<file path="config.mk">
export PLATFORM = sky130hd
export DESIGN_NAME = pimac_dot_seq
export DESIGN_NICKNAME = d
export VERILOG_FILES = /design/src/rtl/pimac_dot_seq.sv
export SDC_FILE = /design/constraint.sdc
export NUM_CORES = 1
export LEC_CHECK = 0
export CAP_MARGIN = 5
export CORE_MARGIN = 2
export CORE_UTILIZATION = 43
export CTS_BUF_LIST = sky130_fd_sc_hd__clkbuf_8
export CTS_CLUSTER_DIAMETER = 80
export DETAILED_ROUTE_END_ITERATION = 16
export PLACE_DENSITY = 0.79
export REMOVE_ABC_BUFFERS = 1
export SYNTH_ARGS = -nofsm -noshare
export SYNTH_HDL_FRONTEND = slang
export SYNTH_SLANG_ARGS = --single-unit
</file>
<file path="constraint.sdc">
create_clock -name clk -period 1.9 [get_ports clk]
set_input_delay 0.19 -clock clk [delete_from_list [all_inputs] [get_ports clk]]
set_output_delay 0.19 -clock clk [all_outputs]
set_load 0.05 [all_outputs]
</file>
<file path="src/rtl/pimac_dot_seq.sv">
// Dot-product sequencer: streams VEC_LEN (a,b,c) beats into the PiMAC and sums the results.
// Build option PIMAC_DOT_SAT_EN: saturate the accumulator on overflow instead of wrapping.
//
// state  | meaning
// IDLE   | waiting for start
// STREAM | accepting operand beats
// DRAIN  | waiting for in-flight MAC results
// OUTPUT | presenting the sum until out_ready
module pimac_dot_seq #(
   parameter int DW      = 4,
   parameter int RW      = 8,
   parameter int VEC_LEN = 8,
   parameter int MAC_LAT = 1,
   parameter int ACC_W   = 11
) (
   input  logic             clk,
   input  logic             rst_n,
   input  logic             start,
   input  logic             abort,
   output logic             busy,
   input  logic             in_valid,
   output logic             in_ready,
   input  logic [DW-1:0]    in_a,
   input  logic [DW-1:0]    in_b,
   input  logic [DW-1:0]    in_c,
   output logic [DW-1:0]    mac_a,
   output logic [DW-1:0]    mac_b,
   output logic [DW-1:0]    mac_c,
   input  logic [RW-1:0]    mac_result,
   output logic             out_valid,
   input  logic             out_ready,
   output logic [ACC_W-1:0] out_data,
   output logic             ovf
);

   localparam int CW  = (VEC_LEN > 1) ? $clog2(VEC_LEN) : 1;
   localparam int AW1 = ACC_W + 1;

   typedef enum logic [1:0] {IDLE, STREAM, DRAIN, OUTPUT} state_t;

   state_t             state, state_nxt;
   logic [CW-1:0]      beat_cnt;
   logic [MAC_LAT-1:0] pipe;
   logic [ACC_W-1:0]   acc;
   logic [ACC_W:0]     sum;
   logic               beat;
   logic               last_beat;
   logic               drain_done;

   assign busy      = (state != IDLE);
   assign in_ready  = (state == STREAM);
   assign out_valid = (state == OUTPUT);
   assign out_data  = acc;

   assign beat      = in_ready && in_valid;
   assign last_beat = beat && (beat_cnt == CW'(VEC_LEN - 1));
   // pipe[0] is the slot retiring this cycle; drain ends once nothing else remains behind it
   assign drain_done = ((pipe >> 1) == '0);
   assign sum        = {1'b0, acc} + AW1'(mac_result);

   always_comb begin
      state_nxt = state;
      if (abort) begin
         state_nxt = IDLE;
      end else begin
         case (state)
            IDLE:    if (start)      state_nxt = STREAM;
            STREAM:  if (last_beat)  state_nxt = DRAIN;
            DRAIN:   if (drain_done) state_nxt = OUTPUT;
            OUTPUT:  if (out_ready)  state_nxt = IDLE;
            default: state_nxt = IDLE;
         endcase
      end
   end

   always_ff @(posedge clk or negedge rst_n) begin
      if (!rst_n) begin
         state    <= IDLE;
         beat_cnt <= '0;
         pipe     <= '0;
         acc      <= '0;
         ovf      <= 1'b0;
         mac_a    <= '0;
         mac_b    <= '0;
         mac_c    <= '0;
      end else begin
         state <= state_nxt;
         if (abort) begin
            beat_cnt <= '0;
            pipe     <= '0;
            acc      <= '0;
            mac_a    <= '0;
            mac_b    <= '0;
            mac_c    <= '0;
         end else begin
            pipe  <= (pipe >> 1) | (MAC_LAT'(beat) << (MAC_LAT - 1));
            mac_a <= beat ? in_a : '0;
            mac_b <= beat ? in_b : '0;
            mac_c <= beat ? in_c : '0;
            if ((state == IDLE) && start) begin
               beat_cnt <= '0;
               acc      <= '0;
               ovf      <= 1'b0;
            end else begin
               if (beat && !last_beat)
                  beat_cnt <= beat_cnt + 1'b1;
               if (pipe[0]) begin
                  if (sum[ACC_W]) begin
                     ovf <= 1'b1;
`ifdef PIMAC_DOT_SAT_EN
                     acc <= '1;
`else
                     acc <= sum[ACC_W-1:0];
`endif
                  end else begin
                     acc <= sum[ACC_W-1:0];
                  end
               end
            end
         end
      end
   end

endmodule

</file>
# Yosys cells after proc, flatten, opt, wreduce, memory -nomap -nowiden
# Index checks and enable logic that the tools add are counted.
classes:
  n_mux: 21
  add_sub_neg: 2
  n_reduce_logical: 13
  n_eq_ne: 7
  bitwise: 1
op_table:
  columns: ["operator", "count"]
  rows:
  - ["2-to-1 mux 11 bit", 3]
  - ["2-to-1 mux 4 bit", 6]
  - ["adder 11 x 8 -> 12 bit", 1]
  - ["2-to-1 mux 3 bit", 3]
  - ["2-to-1 mux 2 bit", 4]
  - ["one-hot mux 2 bit (4 select lines)", 1]
  - ["!= test 3 x 2 -> 1 bit, second input constant", 2]
  - ["AND reduction 3 bit", 2]
  - ["nonzero test 2 bit", 3]
  - ["nonzero test 3 bit", 2]
  - ["equality test 2 bit, second input constant", 2]
  - ["logical AND 1 bit", 4]
  - ["2-to-1 mux 1 bit", 4]
  - ["adder 3 x 1 -> 3 bit, second input constant", 1]
  - ["equality test 3 bit, second input constant", 1]
  - ["!= test 3 bit, second input constant", 1]
  - ["equality test 2 x 1 -> 1 bit, second input constant", 1]
  - ["logical NOT 2 bit", 1]
  - ["logical NOT 1 bit", 1]
  - ["inverter 1 bit", 1]
totals:
  output_inout_bits: 27
  in_bits: 26
  elab_cells: 52
  reg_bits: 30

# Longest topological paths before layout
# Gate-level depths: netlist of the first run.
depth:
  depth_word: 8
  ltp_mapped: 7
  mapped_depth_nobuf: 6

# Worst setup path after synthesis of the first run
# OpenSTA, ideal clock, no wires.
synth_path:
  path_kind: "reg2reg"
  startpoint: "register acc[0] (netlist: out_data[0])"
  endpoint: "register acc[6] (netlist: out_data[6])"
  setup_slack_ns: -0.186
  t_required_ns: 1.780
  arrival_time_ns: 1.966
  synth_period_minus_slack_ns: 2.086
  path_stages_with_launch: 7
  n_path_buf: 0
  setup_time_ns: 0.120
  cell_sequence: "dfrtp_1 ha_1 fa_1 a21o_1 a211oi_2 mux2i_1 a31o_2"
synth_via:
  elab_chain_len: 4
synth_lines:
  columns: ["element", "line", "source"]
  rows:
  - ["start: declaration", "44", "logic [ACC_W-1:0] acc;"]
  - ["start signal: assignment", "113", "acc <= sum[ACC_W-1:0];"]
  - ["start signal: assignment", "116", "acc <= sum[ACC_W-1:0];"]
  - ["adder 11 x 8 -> 12 bit", "59", "assign sum = {1'b0, acc} + AW1'(mac_result);"]
  - ["2-to-1 mux 11 bit", "107", "if (pipe[0]) begin"]
  - ["2-to-1 mux 11 bit", "100", "if ((state == IDLE) && start) begin"]
  - ["2-to-1 mux 11 bit", "88", "if (abort) begin"]
# Every way passes these cells. The select of a mux whose other input is x is not followed.
# A chain may end at the register's enable or synchronous reset.

# Worst setup path in the final report of the first run
# Ends and elaborated chain as after synthesis.

==> impl.org, run 1 <==
** Status
- The flow ran to the end, and the final reports show no timing, DRC or antenna violations.

** Die
- The region available for standard cell placement spans 3630 um^2.
- Total number of placement rows :: 22
- The initial utilization of the core area, before any placement, comes to 0.447.
- Number of top-level pins :: 53
- Total Die Area :: 4280 um^2
- Chip width :: between 60 and 70 um
- Chip Height :: between 60 and 70 um

** STA
- The final number of max-transition violations came to 0.
- Number of hold violations in the final report :: 0
- For the pin with the worst max-slew slack, the measured transition is around 610 ps.
- Setup repair after global routing left no endpoint under its margin.
- Final period utilization :: 0.953
- Clock skew after layout :: between 8 and 9 ps
- Headroom to the max-slew limit :: 0.591
- Time the worst path needs with I/O delays and setup :: ~1800 ps
- For this run, the top clock speed supported by timing is 0.552 GHz.
- Setup violations remaining at the end of the flow were counted as 0.

** Layout
- Relative to the synthesized area, the layout overhead comes to 47.2%.
- Once layout is complete, the utilization of the core stands at 0.658.
- Once layout is done, the placed cells without fillers occupy about 2400 um^2.
- Of the cells placed in the final design, the portion with a size suffix greater than 1 is 0.141.
- Non-filler instance count after layout :: between 200 and 300
- The repair_antennas step left the layout with diodes totalling 0.
- Final layout net count :: between 200 and 300

** Critical path
- STA puts the critical path data arrival time at 1990 ps.
- STA classifies the critical path endpoint as a flop.
- Worst setup SP type :: flop
- Worst path required time :: ~2100 ps
- Along the worst path, the maximum fanout reaches 3.
- By startpoint and endpoint, the worst setup path is classified as flop to flop.

** Routing
- Detailed routing placed a total of around 2000 um of wire on met2.
- Iter 0 DRT Violations :: 57
- Across all layers, the routed design uses about 1400 vias.
- Vias per Instance :: 5.28
- Detailed routing placed a total of around 360 um of wire on met3.
- Detail-routed net length per standard cell :: roughly 14 um
- The routed design has between 3000 and 4000 um of wire.
- The detailed router put a total of ~1400 um of wire on met1.
- DRC violations left :: 0
- The first TritonRoute pass finished after 5 iterations.
- Max Used Layer :: met4
- The count of nets left with antenna violations once routing finished came out at 0.

** Placement
- Number of cells after detailed placement :: approximately 260
- Summing all placed instances gives a cell area of approximately 2300 um^2.
- The wire-length estimate of the detail-placed layout is a little over 3000 um.
- Count of input and output buffers :: between 50 and 60
- Final GP Congestion :: 0.871

** Power
- Dividing total power by cell area gives a power density of 930 nW/um^2.
- Reported leakage power :: between 1 and 1.5 nW
- The worst-case IR drop observed on VDD is 744 uV.
- Summing internal, switching and leakage power gives 2.22 mW.

** Yosys
- Sequential cell area fraction in the yosys report :: 0.462
- Syn Std Cell Area :: between 1500 and 2000 um^2
- Synthesis produced a netlist whose cell count is 151.
- Syn_area_per_cell :: about 11 um^2
- Synthesis inferred 30 register bits.
- After synthesis, the netlist uses 37 different library cells.
- For this run, the number of Yosys warnings is 0.

** Min path
- The path class of the tightest hold or removal check is input pin to async pin.

** GRT
- Entering global routing, the biggest net connects 31 pins.
- Global-route wire length before repair :: 6670 um
- Summed over all layers, the global routing overflow is 0.
- Number of global-route vias before repair :: between 1500 and 2000
- The number of antenna violations at the first check in global routing is 0.
- Overall track demand over capacity in global routing :: 0.205

** CTS
- After clock tree synthesis, the clock-pin slew on the worst setup and hold paths is 70 ps.
- In this run the clock root is driven by a sky130_fd_sc_hd__clkbuf_8.
- For this design, the CTS-stage hold fixing added 0 buffers.
- Number of clock sinks :: 30
- TritonCTS clock tree :: built
- The clock passes through at most 2 buffers.
- Clock insertion delay at the later pin of the skew report :: roughly 290 ps
- Maximum level of the CTS H-tree :: 2
- Number of buffers created by CTS :: 5

** Job
- Number of max-cap violations :: 0
## through the flow
| stage | setup WS [ps] | TNS (ps) | hold slack (ps) |
|---|---|---|---|
| final | 89.6 | 0 | 293 |
| after detailed placement | -205 | -764 | 506 |
| after floorplan | -186 | -396 | -106 |
| after CTS | 7.78 | 0 | 304 |
| after global routing | 7.31 | 0 | 334 |
| after global placement | -174 | -476 | 492 |
## critical path, cell delays in order (launching register included)
cell and delay (ps):
sky130_fd_sc_hd__dfrtp_1 400, sky130_fd_sc_hd__ha_1 220, sky130_fd_sc_hd__fa_2 360, sky130_fd_sc_hd__a21o_1 210, sky130_fd_sc_hd__a211oi_2 210, sky130_fd_sc_hd__mux2i_1 100, sky130_fd_sc_hd__a31o_2 210
## power breakdown
group,internal (mW),switching (mW)
Clock,0.365,0.233
Combinational,0.347,0.526
Sequential,0.696,0.0561
Total,1.41,0.815
## what timing repair did
action | CTS | global route
resized for setup | 0 | 1
endpoints found under the setup margin | 0 | 5
setup buffers | 0 | 1
## kinds of logic after synthesis
group / synth area share
AOI/OAI and AO/OA: 0.159
adders and majority gates: 0.128
xor gates and xnor gates: 0.0270
buffers and inverters: 0.0239
muxes: 0.0555
and+or+nand+nor: 0.145
DFF: 0.462
## area by class of cell
class | instances | area (um^2)
timing repair buffer | 65 | 611
clock buffer | 8 | 110
tap | 48 | 60.1
inverter | 6 | 22.5
sequential | 30 | 751
fill | 300 | 1240
multi-input combinational | 111 | 837
## per-layer routing
metal / GRT usage / vias up
li1: - / 673
met1: 0.222 / 679
met2: 0.357 / 57
met3: 0.0890 / 7
met4: 0.0729 / 0
met5: 0 / -
## sequential cells by signal (all words and copies together) (netlist names)
name / cells
out_data: 11
mac_a: 4
mac_b: 4
mac_c: 4
beat_cnt: 3
state: 2
ovf: 1
pipe: 1
## synth_stat cells
master / count / share of area
sky130_fd_sc_hd__o32a_2: 1 / 0.0069
sky130_fd_sc_hd__o21ai_0: 6 / 0.018
sky130_fd_sc_hd__nor2_1: 11 / 0.025
sky130_fd_sc_hd__and4b_1: 1 / 0.0062
sky130_fd_sc_hd__o2111ai_1: 1 / 0.0054
sky130_fd_sc_hd__a211oi_1: 3 / 0.014
sky130_fd_sc_hd__mux2i_1: 9 / 0.055
sky130_fd_sc_hd__inv_1: 6 / 0.014
sky130_fd_sc_hd__o21a_1: 1 / 0.0046
sky130_fd_sc_hd__o211a_1: 1 / 0.0062
sky130_fd_sc_hd__o31ai_1: 1 / 0.0046
sky130_fd_sc_hd__a222oi_1: 1 / 0.0062
sky130_fd_sc_hd__buf_2: 1 / 0.0031
sky130_fd_sc_hd__o21ai_1: 1 / 0.0031
sky130_fd_sc_hd__nand4_1: 1 / 0.0039
sky130_fd_sc_hd__xnor2_1: 2 / 0.011
sky130_fd_sc_hd__o211ai_1: 1 / 0.0046
sky130_fd_sc_hd__clkbuf_1: 3 / 0.0069
sky130_fd_sc_hd__a21o_2: 1 / 0.0054
sky130_fd_sc_hd__dfrtp_1: 30 / 0.46
sky130_fd_sc_hd__ha_1: 15 / 0.12
sky130_fd_sc_hd__and3_1: 2 / 0.0077
sky130_fd_sc_hd__o22ai_1: 1 / 0.0039
sky130_fd_sc_hd__or3_1: 1 / 0.0039
sky130_fd_sc_hd__fa_1: 1 / 0.012
sky130_fd_sc_hd__or2_2: 1 / 0.0039
sky130_fd_sc_hd__and2_1: 13 / 0.050
sky130_fd_sc_hd__a211oi_2: 2 / 0.015
sky130_fd_sc_hd__nand2b_1: 3 / 0.012
sky130_fd_sc_hd__a21oi_1: 7 / 0.022
sky130_fd_sc_hd__a31o_2: 1 / 0.0054
sky130_fd_sc_hd__xor2_1: 3 / 0.016
sky130_fd_sc_hd__nand2_1: 6 / 0.014
sky130_fd_sc_hd__nand3_1: 5 / 0.015
sky130_fd_sc_hd__a21o_1: 6 / 0.028
sky130_fd_sc_hd__a311oi_1: 1 / 0.0054
sky130_fd_sc_hd__nor3_1: 1 / 0.0031
## final timing paths
path / slack (ps) / cells past startpoint / to / from
max: 90 / 6 / out_data[6] / out_data[0]
min: 290 / 2 / out_data[8] / rst_n
max reg2reg: 90 / 6 / out_data[6] / out_data[0]
min reg2reg: 510 / 1 / ovf / ovf
max in group asynchronous: 1330 / 2 / mac_c[1] / rst_n
min in group clk: 460 / 2 / mac_c[2] / in_c[2]
## cells in the final DEF (no fill, tap or decap), types with 2 or more instances in the layout
cell type and count:
sky130_fd_sc_hd__clkdlybuf4s50_1 49, sky130_fd_sc_hd__dfrtp_1 30, sky130_fd_sc_hd__buf_4 16, sky130_fd_sc_hd__ha_1 15
sky130_fd_sc_hd__and2_1 13, sky130_fd_sc_hd__nor2_1 11, sky130_fd_sc_hd__mux2i_1 9, sky130_fd_sc_hd__clkbuf_8 8
sky130_fd_sc_hd__a21oi_1 7, sky130_fd_sc_hd__nand2_1 6, sky130_fd_sc_hd__inv_1 6, sky130_fd_sc_hd__o21ai_0 6
sky130_fd_sc_hd__a21o_1 6, sky130_fd_sc_hd__nand3_1 5, sky130_fd_sc_hd__a211oi_1 3, sky130_fd_sc_hd__xor2_1 3
sky130_fd_sc_hd__nand2b_1 3, sky130_fd_sc_hd__a211oi_2 2, sky130_fd_sc_hd__and3_1 2, sky130_fd_sc_hd__xnor2_1 2
No activity file was read; power rests on OpenSTA's default activity.
==> run 2: changes to the inputs <==
--- a/config.mk
+++ b/config.mk
@@ -12,6 +12,7 @@
 export CTS_CLUSTER_DIAMETER = 80
 export DETAILED_ROUTE_END_ITERATION = 16
 export PLACE_DENSITY = 0.79
+export RECOVER_POWER = 50
 export REMOVE_ABC_BUFFERS = 1
 export SYNTH_ARGS = -nofsm -noshare
 export SYNTH_HDL_FRONTEND = slang
==> run 2 against run 1 <==
Net effect: sequential power about the same; non-clock buffer count stayed put; first-iteration DRC count stayed put; clock skew barely moved; critical path depth stayed put; clock-buffer cell count unchanged; sequential share of layout area increased by 0.18 points; critical path type unchanged; highest routed layer unchanged.
==> impl.org, run 2 (same netlist as run 1, synthesis figures left out) <==
** GRT
- M2 GR Usage :: 0.357 (unchanged)
- The total congestion overflow came to 0 (unchanged).
- Routing layer with the top usage in global route :: met2
- The pin count of the biggest net entering global routing is 31 (unchanged).
- Antenna violations before repair :: 0 (unchanged)
- Met1 track demand over resource in global routing :: 0.222 (unchanged)
- Number of global-route vias before repair :: 1510 (unchanged)
- Global-route wire length before repair :: 6670 um (unchanged)
- The global routing usage summed across all routing layers came to 0.205 (unchanged).
- GR met3 Demand/Resource :: 0.0890 (unchanged)

** Layout
- The net total in the final layout is 261 (unchanged).
- Fill count :: 306 (+2.0%)
- Antenna fix cells :: 0 (unchanged)
- Leading cell types in the layout, fill and taps excluded :: sky130_fd_sc_hd__clkdlybuf4s50_1, sky130_fd_sc_hd__dfrtp_1, sky130_fd_sc_hd__ha_1
- The non-filler instance count after layout is 268 (unchanged).
- Compared with the post-synthesis result, the final layout area differs by 46.4%.
- The fraction of final layout cells sized beyond drive strength 1 was 0.127 (-0.0136).
- The library cell used most frequently in the layout, excluding fill and tap cells, is sky130_fd_sc_hd__clkdlybuf4s50_1.
- Flip-flop count of the largest register, all copies and words added :: 11 (unchanged)

** Min path
- Startpoint of the lowest-slack hold path :: in_c[2]
- WHS Endpoint :: mac_c[2]
- The path class of the tightest hold or removal check is input pin to flop.
- Worst hold stages :: 2

** STA
- The post-layout worst setup margin came to 82.9 ps (-6.70 ps).
- The number of hold violations in the final report is 0 (unchanged).
- The ratio of final minimum period to clock period is 0.956 (+0.00353).
- Maximum achievable frequency :: 0.550 GHz (-0.37%)
- Number of pins exceeding their max-slew limit in the final report :: 0 (unchanged)
- The slew at the pin closest to its max-slew limit came to 721 ps (+109 ps).
- Total of endpoints with negative setup slack in the final report :: 0 (unchanged)
- Clock skew after layout :: 8.73 ps (-0.0867 ps)
- Setup repair after global routing missed its margin :: false
- Headroom to the max-slew limit :: 0.519 (-0.0712)
- The shortest period the worst path allows is 1820 ps (+6.70 ps).

** CTS
- The latest clock arrival within the worst-skew pair is 290 ps (about the same).
- Deepest clock path buffer count :: 2 (unchanged)
- The maximum level of the CTS H-tree is 2 (unchanged).
- The number of buffers inserted during clock tree synthesis was 5 (unchanged).
- TritonCTS clock tree :: built
- The number of clock sinks was 30 (unchanged).
- The cell sitting at the root of the clock tree is a sky130_fd_sc_hd__clkbuf_8.
- CTS clock-pin slew for the worst setup and hold paths :: 70 ps (about the same)

** Die
- The number of standard-cell rows in the floorplan was 22 (unchanged).
- Number of top-level pins :: 53 (unchanged)
- The width of the die is 65.5 um (unchanged).
- The die span in y came to 65.5 um (unchanged).
- Total Die Area :: 4280 um^2 (unchanged)
- The initial cell density of the core was 0.447 (unchanged).
- The core area is 3630 um^2 (unchanged).

** Critical path
- The required time at the worst-slack endpoint is 2080 ps (about the same).
- Reg2reg start :: out_data[0]
- The signal arrival time at the worst endpoint came to 2000 ps (about the same).
- STA classifies the critical path endpoint as a flop.
- The length in cells of the worst reg-to-reg path came to 6 (unchanged).
- The minimum setup slack among reg-to-reg paths is 80 ps (about the same).
- The highest fanout seen on the critical path came to 3 (unchanged).
- The endpoint identified for the worst register-to-register timing path is out_data[6].
- The worst setup path is of the flop to flop kind.
- The worst setup path is launched from a flop.

** Placement
- Detailed Place HPWL :: 3040 um (unchanged)
- Final GP Congestion :: 0.871 (unchanged)
- Number of cells after detailed placement :: 259 (unchanged)
- Count of input and output buffers :: 52 (unchanged)
- Setup WS pre-CTS :: -205 ps (unchanged)

** Routing
- The detailed-route via count came to 1415 (-0.071%).
- Detail-routed net length per standard cell :: 14.3 um (about the same)
- DR pass1 iterations :: 4 (-1)
- Total wirelength of the detailed-routed design :: 3830 um (about the same)
- The number of DRC markers after the initial detailed-route iteration is 57 (unchanged).
- The post-route DRC violation count is 0 (unchanged).
- Antenna viol nets, final :: 0 (unchanged)
- The via-per-instance ratio came to 5.28 (about the same).

** Job
- Number of max-cap violations :: 0 (unchanged)

** Status
- The run finished with clean final reports.

** Power
- The static leakage is 1.17 nW (+0.42%).
- The total power divided by cell area was 922 nW/um^2 (-0.84%).
- The largest vdd supply drop was 742 uV (-0.27%).
run 2: cell types whose count changed in the layout (fill, tap and decap cells not counted):
cell                              previous run  this run
sky130_fd_sc_hd__clkbuf_1                    0         2
sky130_fd_sc_hd__dlygate4sd3_1               0         5
sky130_fd_sc_hd__clkdlybuf4s50_1            49        44
sky130_fd_sc_hd__buf_4                      16        12
sky130_fd_sc_hd__a21o_2                      1         0
sky130_fd_sc_hd__clkbuf_2                    0         2
sky130_fd_sc_hd__a21o_1                      6         7
run 2: repair_timing:
action                                  4_1_cts  5_1_grt
endpoints found under the setup margin        0        5
buffers inserted                              0        1
hold buffers                                  0        0
gates resized for setup                       0        1
run 2: stage by stage:
| stage | util | hold slack (ps) | TNS (ps) | total power [mW] | area, um^2 |
|---|---|---|---|---|---|
| after global placement | 0.625 | 492 | -476 | 1.57 | 2270 |
| after detailed placement | 0.625 | 506 | -764 | 1.61 | 2270 |
| after CTS | 0.655 | 304 | 0 | 2.22 | 2380 |
| after global routing | 0.654 | 461 | 0 | 2.33 | 2380 |
| after floorplan | - | -106 | -396 | 1.30 | 1610 |
| final | 0.654 | 461 | 0 | 2.19 | 2380 |
run 2: area by class of cell:
cell class | count | area, um^2 | share of cell area
inverters | 6 | 22.5 | 0.00947
multi-input cells | 111 | 836 | 0.352
flip-flops and latches | 30 | 751 | 0.316
well taps | 48 | 60.1 | 0.0253
repair buffers | 65 | 598 | 0.252
clock buffers | 8 | 110 | 0.0463
run 2: metal layers:
layer	part of all wire	vias up
li1	-	673
met2	0.52	56
met4	0.016	0
met3	0.088	9
met5	0	-
met1	0.37	677
run 2: worst max-delay path by stage:
stage / startpoint / endpoint / slack (ps) / cells past startpoint
detailed placement: mac_result[0] / out_data[6] / -200 / 7
global route: out_data[1] / out_data[7] / 7 / 5
global placement: mac_result[0] / out_data[6] / -170 / 7
floorplan: out_data[0] / out_data[6] / -190 / 6
CTS: out_data[0] / out_data[6] / 8 / 6
finish: out_data[0] / out_data[6] / 80 / 6
run 2: worst max-delay path: stages, from the launching register on:
cell and delay, ps:
sky130_fd_sc_hd__dfrtp_1 400, sky130_fd_sc_hd__ha_1 220, sky130_fd_sc_hd__fa_2 360, sky130_fd_sc_hd__a21o_1 210, sky130_fd_sc_hd__a211oi_2 210, sky130_fd_sc_hd__mux2i_1 100
sky130_fd_sc_hd__a31o_2 210
run 2: where the power goes:
group	total [mW]	internal [mW]	switching, mW
Sequential	0.752	0.696	0.0565
Combinational	0.843	0.317	0.526
Clock	0.597	0.365	0.232
